`config.mk`:
```
export PLATFORM = sky130hd
export DESIGN_NAME = tile_scheduler
export DESIGN_NICKNAME = d
export VERILOG_FILES = /design/src/rtl/tile_scheduler.sv
export SDC_FILE = /design/constraint.sdc
export NUM_CORES = 1
export LEC_CHECK = 0
export ABC_CLOCK_PERIOD_IN_PS = 6100
export CAP_MARGIN = 15
export CELL_PAD_IN_SITES_DETAIL_PLACEMENT = 1
export CELL_PAD_IN_SITES_GLOBAL_PLACEMENT = 2
export CORE_ASPECT_RATIO = 0.7
export CORE_MARGIN = 8
export CORE_UTILIZATION = 31
export CTS_CLUSTER_DIAMETER = 100
export DETAILED_ROUTE_END_ITERATION = 7
export PLACE_DENSITY_LB_ADDON = 0.3
export SYNTH_ARGS = -nofsm -noshare
export SYNTH_HDL_FRONTEND = slang
export SYNTH_SLANG_ARGS = --single-unit
```
`constraint.sdc`:
```
create_clock -name clk -period 6.1 [get_ports clk]
set_input_delay 0.915 -clock clk [delete_from_list [all_inputs] [get_ports clk]]
set_output_delay 0.915 -clock clk [all_outputs]
set_load 0.05 [all_outputs]
```
`src/rtl/tile_scheduler.sv`:
```
// tile_scheduler
//   Walks an M x N x K problem in Tm x Tn x Tk tiles (k innermost, then n,
//   then m outermost) and hands one tile at a time to a compute core.
//   Dimensions and tile sizes are captured into shadow registers when a run
//   is accepted, so CSR writes during a run have no effect on it.
//
// Ports
//   clk, rst                  clock, synchronous active-high reset
//   start_pulse, abort_pulse  single-cycle run / abort requests from CSR
//   M, N, K, Tm, Tn, Tk       problem dimensions and tile sizes
//   tile_done                 core pulse: current tile finished
//   tile_start                pulse: core begins the presented tile
//   m_idx, n_idx, k_idx       element offset of the current tile
//   m_len, n_len, k_len       valid extent of the current tile (edge tiles shortened)
//   k_first, k_last           tile is first / last along K
//   bank_sel_rd               ping-pong read bank, toggles per completed tile
//   busy, done_pulse          status and end-of-run pulse
//   abort_ack, cfg_err        abort acknowledge, rejected-start pulse
//   tiles_done                tiles completed in current/last run (saturating)
//
// State  | meaning
// IDLE    | no run active; results of the last run held
// ISSUE   | tile_start pulsed for the presented tile
// WAIT    | core working; waiting for tile_done
// ADVANCE | step indices to the next tile or detect end of run
// FINISH  | done_pulse for one cycle
module tile_scheduler #(
    parameter int DIM_W = 16,
    parameter int CNT_W = 32
) (
    input  logic             clk,
    input  logic             rst,
    input  logic             start_pulse,
    input  logic             abort_pulse,
    input  logic [DIM_W-1:0] M,
    input  logic [DIM_W-1:0] N,
    input  logic [DIM_W-1:0] K,
    input  logic [DIM_W-1:0] Tm,
    input  logic [DIM_W-1:0] Tn,
    input  logic [DIM_W-1:0] Tk,
    input  logic             tile_done,
    output logic             tile_start,
    output logic [DIM_W-1:0] m_idx,
    output logic [DIM_W-1:0] n_idx,
    output logic [DIM_W-1:0] k_idx,
    output logic [DIM_W-1:0] m_len,
    output logic [DIM_W-1:0] n_len,
    output logic [DIM_W-1:0] k_len,
    output logic             k_first,
    output logic             k_last,
    output logic             bank_sel_rd,
    output logic             busy,
    output logic             done_pulse,
    output logic             abort_ack,
    output logic             cfg_err,
    output logic [CNT_W-1:0] tiles_done
);

    typedef enum logic [2:0] {
        IDLE    = 3'd0,
        ISSUE   = 3'd1,
        WAIT    = 3'd2,
        ADVANCE = 3'd3,
        FINISH  = 3'd4
    } state_t;

    state_t state, state_next;

    logic [DIM_W-1:0] m_dim, n_dim, k_dim;
    logic [DIM_W-1:0] m_tile, n_tile, k_tile;
    // Set once a run has been accepted; keeps k_first/k_last low after reset
    // while the shadow registers are still all zero.
    logic             loaded;

    logic             cfg_ok;
    logic             start_ok;
    logic             abort_req;

    // One extra bit so idx + tile never aliases back below the dimension.
    logic [DIM_W:0]   m_sum, n_sum, k_sum;
    logic             m_wrap, n_wrap, k_wrap;
    logic             last_tile;
    logic [DIM_W-1:0] m_rem, n_rem, k_rem;

    assign cfg_ok    = (|M) && (|N) && (|K) && (|Tm) && (|Tn) && (|Tk);
    assign start_ok  = (state == IDLE) && start_pulse && cfg_ok;
    assign abort_req = abort_pulse && (state != IDLE);

    assign m_sum     = {1'b0, m_idx} + {1'b0, m_tile};
    assign n_sum     = {1'b0, n_idx} + {1'b0, n_tile};
    assign k_sum     = {1'b0, k_idx} + {1'b0, k_tile};
    assign m_wrap    = m_sum >= {1'b0, m_dim};
    assign n_wrap    = n_sum >= {1'b0, n_dim};
    assign k_wrap    = k_sum >= {1'b0, k_dim};
    assign last_tile = k_wrap && n_wrap && m_wrap;

    // Indices always stay below their dimension, so these never underflow.
    assign m_rem = m_dim - m_idx;
    assign n_rem = n_dim - n_idx;
    assign k_rem = k_dim - k_idx;

    assign m_len   = (m_tile < m_rem) ? m_tile : m_rem;
    assign n_len   = (n_tile < n_rem) ? n_tile : n_rem;
    assign k_len   = (k_tile < k_rem) ? k_tile : k_rem;
    assign k_first = loaded && (k_idx == '0);
    assign k_last  = loaded && k_wrap;

    always_ff @(posedge clk) begin
        if (rst) begin
            state <= IDLE;
        end else begin
            state <= state_next;
        end
    end

    always_comb begin
        state_next = state;
        tile_start = 1'b0;
        done_pulse = 1'b0;
        busy       = 1'b1;
        case (state)
            IDLE: begin
                busy = 1'b0;
                if (start_ok) begin
                    state_next = ISSUE;
                end
            end
            ISSUE: begin
                tile_start = 1'b1;
                state_next = WAIT;
            end
            WAIT: begin
                if (tile_done) begin
                    state_next = ADVANCE;
                end
            end
            ADVANCE: begin
                state_next = last_tile ? FINISH : ISSUE;
            end
            FINISH: begin
                done_pulse = 1'b1;
                state_next = IDLE;
            end
            default: begin
                state_next = IDLE;
            end
        endcase
        if (abort_req) begin
            state_next = IDLE;
        end
    end

    always_ff @(posedge clk) begin
        if (rst) begin
            m_dim       <= '0;
            n_dim       <= '0;
            k_dim       <= '0;
            m_tile      <= '0;
            n_tile      <= '0;
            k_tile      <= '0;
            m_idx       <= '0;
            n_idx       <= '0;
            k_idx       <= '0;
            loaded      <= 1'b0;
            bank_sel_rd <= 1'b0;
            tiles_done  <= '0;
            abort_ack   <= 1'b0;
            cfg_err     <= 1'b0;
        end else begin
            abort_ack <= abort_req;
            cfg_err   <= (state == IDLE) && start_pulse && !cfg_ok;

            if (start_ok) begin
                m_dim       <= M;
                n_dim       <= N;
                k_dim       <= K;
                m_tile      <= Tm;
                n_tile      <= Tn;
                k_tile      <= Tk;
                m_idx       <= '0;
                n_idx       <= '0;
                k_idx       <= '0;
                loaded      <= 1'b1;
                bank_sel_rd <= 1'b0;
                tiles_done  <= '0;
            end

            // Abort beats a coincident tile_done: the tile is not counted.
            if ((state == WAIT) && tile_done && !abort_pulse) begin
                bank_sel_rd <= ~bank_sel_rd;
                if (tiles_done != {CNT_W{1'b1}}) begin
                    tiles_done <= tiles_done + {{(CNT_W-1){1'b0}}, 1'b1};
                end
            end

            // On the final tile the indices are left alone so they still
            // describe the last tile while idle.
            if ((state == ADVANCE) && !abort_pulse && !last_tile) begin
                if (!k_wrap) begin
                    k_idx <= k_sum[DIM_W-1:0];
                end else begin
                    k_idx <= '0;
                    if (!n_wrap) begin
                        n_idx <= n_sum[DIM_W-1:0];
                    end else begin
                        n_idx <= '0;
                        m_idx <= m_sum[DIM_W-1:0];
                    end
                end
            end
        end
    end

endmodule

```
==> run metrics <==
status=complete, no violations; simple-gate area share of the yosys netlist=21.1%; GR Overflow Total=0; die height=192 µm; # nets final=2,287; Final Hold Fails=0; Syn Inst Count=1,779; asr flop ratio synth=0%; Placement Setup Slack=0.235 ns; core outline area=43,800 µm²; multi-input logic area=9460 µm²; Least-Margin Pin Slew=0.951 ns; GPL Wtd Cong=0.866; TritonCTS clock tree=done; first-pass GRT wire length=79,200 µm; register area=3670 µm²; Required @ worst endpoint=5.18 ns; largest net degree at the start of global routing=71; die footprint=51,600 µm²; clock buffer count from CTS=17; mapped cell area=13,800 µm²; Clk pin slew, worst setup/hold paths=0.08 ns; peak supply drop=188 µV; Port Buffers=236; Pre-antenna DRT Iters=5; clock buffer depth=2; P_leak=7.06 nW; Area Growth Syn to Fin=27.4%; wl on met1=26,200 µm; setup violators final=0; layout cells sized above 1=6.93%; max_cap viols=0; vias in the first global route=14,200; syn_nets=2,073; GR Util All Layers=19.5%; post-layout util=40.1%; Yosys reg bits=183; Top Metal Used=met5; WP data arrival=4.93 ns; post-synthesis compound-gate area fraction=20.7%; XOR/XNOR Fraction of Synth Area=6.55%; final worst-path cycle share=95.8%; top cells by area, synth=dfxtp_1, ha_1, nand2_1, a21oi_1, inv_1; DRC=0; Commonest cells post-synth=nand2_1, ha_1, a21oi_1, dfxtp_1, inv_1; post-synth cell types=71; top-area cell type share of the netlist area=26.6%; worst-skew pair later-pin latency=0.47 ns; initial core utilization=31.5%; clk sink count=183; via count=13,500; IO Pins=237; commonest register cell after synthesis=dfxtp_1; Hold Path Class=register to register; post-synthesis adder-cell area fraction=17.9%; worst setup margin=0.254 ns; Warnings, synthesis=0; starting DRC count in detailed routing=584; syn_area_per_cell=7.75 µm²; Tmin final=5.85 ns; worst reg2reg setup slack=0.77 ns; Routed Antenna Nets=0; Row Count=64; wire per inst=19.6 µm; number of buffers inserted by hold repair at cts=0; post-synthesis mux area share=1.46%; Yosys top cell by area=dfxtp_1; detailed placer's ending HPWL=40,600 µm; power per cell area=249 nW/µm²; Post-synth EDFFs=0; WS Path Type=register to output pin; Setup crit end kind=output pin; crit-path max FO=10; via/cell ratio=5.19; startpoint types=register; DR WL met3=2550 µm; Die X=268 µm; FMAX=171 MHz; Layout Skew=0.0167 ns; main combinational cell family by area after synthesis=simple AND/OR/NAND/NOR gates; most frequent cell after synthesis=nand2_1; routed wire length=51,100 µm; post-synthesis sequential area ratio=26.6%; Root Driver=clkbuf_16; H-Tree Depth=4; met2 routed WL=21,600 µm; Fill cells=5,320; max-slew violations=0; relative slew slack=36.1%; initial antenna violation count=4
==> cell families (layout without fill, tap and decap cells) <==
family,count (synthesis),count (layout)
flip-flops,183,183
AO/OA/AOI/OAI,448,449
adder cells (fa/ha/maj),193,193
multiplexers,20,20
buffers and inverters,207,433
other,0,3
XOR/XNOR,103,103
AND/OR/NAND/NOR,625,625
==> worst max-delay path: stages (launching register included) <==
cell	delay [ns]
dfxtp_1	0.41
inv_1	0.12
ha_1	0.30
nor2b_1	0.14
o31ai_1	0.46
a221oi_1	0.18
o41ai_1	0.45
o21ai_1	0.18
nor2_1	0.14
xor2_1	0.10
ha_1	0.31
o2111ai_1	0.13
o31ai_2	0.37
a21o_1	0.35
buf_4	0.27
mux2i_1	0.29
buf_4	0.25
==> stage by stage <==
| step | instance area [µm²] | power, mW | TNS (ns) | cells | hold slack [ns] |
|---|---|---|---|---|---|
| finish | 17600 | 4.38 | 0 | 2603 | 0.492 |
| detailed placement | 16900 | 3.24 | 0 | 2561 | 0.476 |
| CTS | 17400 | 4.37 | 0 | 2593 | 0.492 |
| global route | 17600 | 4.65 | -0.0278 | 2601 | 0.508 |
| floorplan | 13800 | 2.56 | 0 | 1779 | 0.447 |
| global placement | 16900 | 3.19 | 0 | 2561 | 0.467 |
==> layout by cell type (no fill, tap or decap), drive strengths merged, types with 24 or more instances in the layout <==
cell	synthesis	routed
nand2	280	280
a21oi	188	189
ha	187	187
clkdlybuf4s50	0	186
dfxtp	183	183
inv	147	155
nor2	120	120
o21ai	79	79
buf	10	64
xnor2	59	59
xor2	44	44
nand3	42	42
nor4	36	36
a21o	33	33
nor3	28	28
nand4	24	24
==> final timing paths <==
| check | startpoint | to | cells after the start |
|---|---|---|---|
| max | m_idx[1] | m_len[13] | 16 |
| min | k_dim[8] | k_dim[8] | 2 |
| max reg2reg | m_tile[0] | k_idx[0] | 15 |
| min reg2reg | k_dim[8] | k_dim[8] | 2 |
==> sequential cells by signal, indices dropped and copies added (netlist names), 3 cells and up <==
register and cells:
m_idx 16, n_dim 16, k_dim 16, m_tile 16, state 3, m_dim 16, k_tile 16, tiles_done 32
k_idx 16, n_idx 16, n_tile 16
==> per-layer routing <==
layer | vias up | track usage, %
li1 | 6733 | -
met1 | 6497 | 27.0
met2 | 232 | 30.1
met3 | 46 | 4.99
met4 | 2 | 4.42
met5 | - | 0
==> repair_timing <==
item / in CTS / in global routing
setup endpoints to repair: 8 / 43
buffers inserted: 0 / 6
resized for setup: 9 / 28
pin swaps: 0 / 2
endpoints found under the hold margin: 0 / 0
gates cloned: 0 / 1
==> cell type report <==
cell class	instances	area share, %
antenna	3	0.0428
sequential	183	20.9
tap	594	4.23
clock buffer	19	2.52
multi-input combinational	1390	53.9
clock inverter	13	0.634
timing repair buffer	254	14.7
inverter	147	3.14
==> power by group <==
group          internal, mW  total (mW)  leakage, nW  switching, mW
Sequential             1.25        1.34         1.49         0.0856
Combinational         0.737        1.92         5.31           1.19
Clock                 0.546        1.12        0.266          0.571
Total                  2.54        4.38         7.06           1.84
Power figures use the tool's default switching activity.
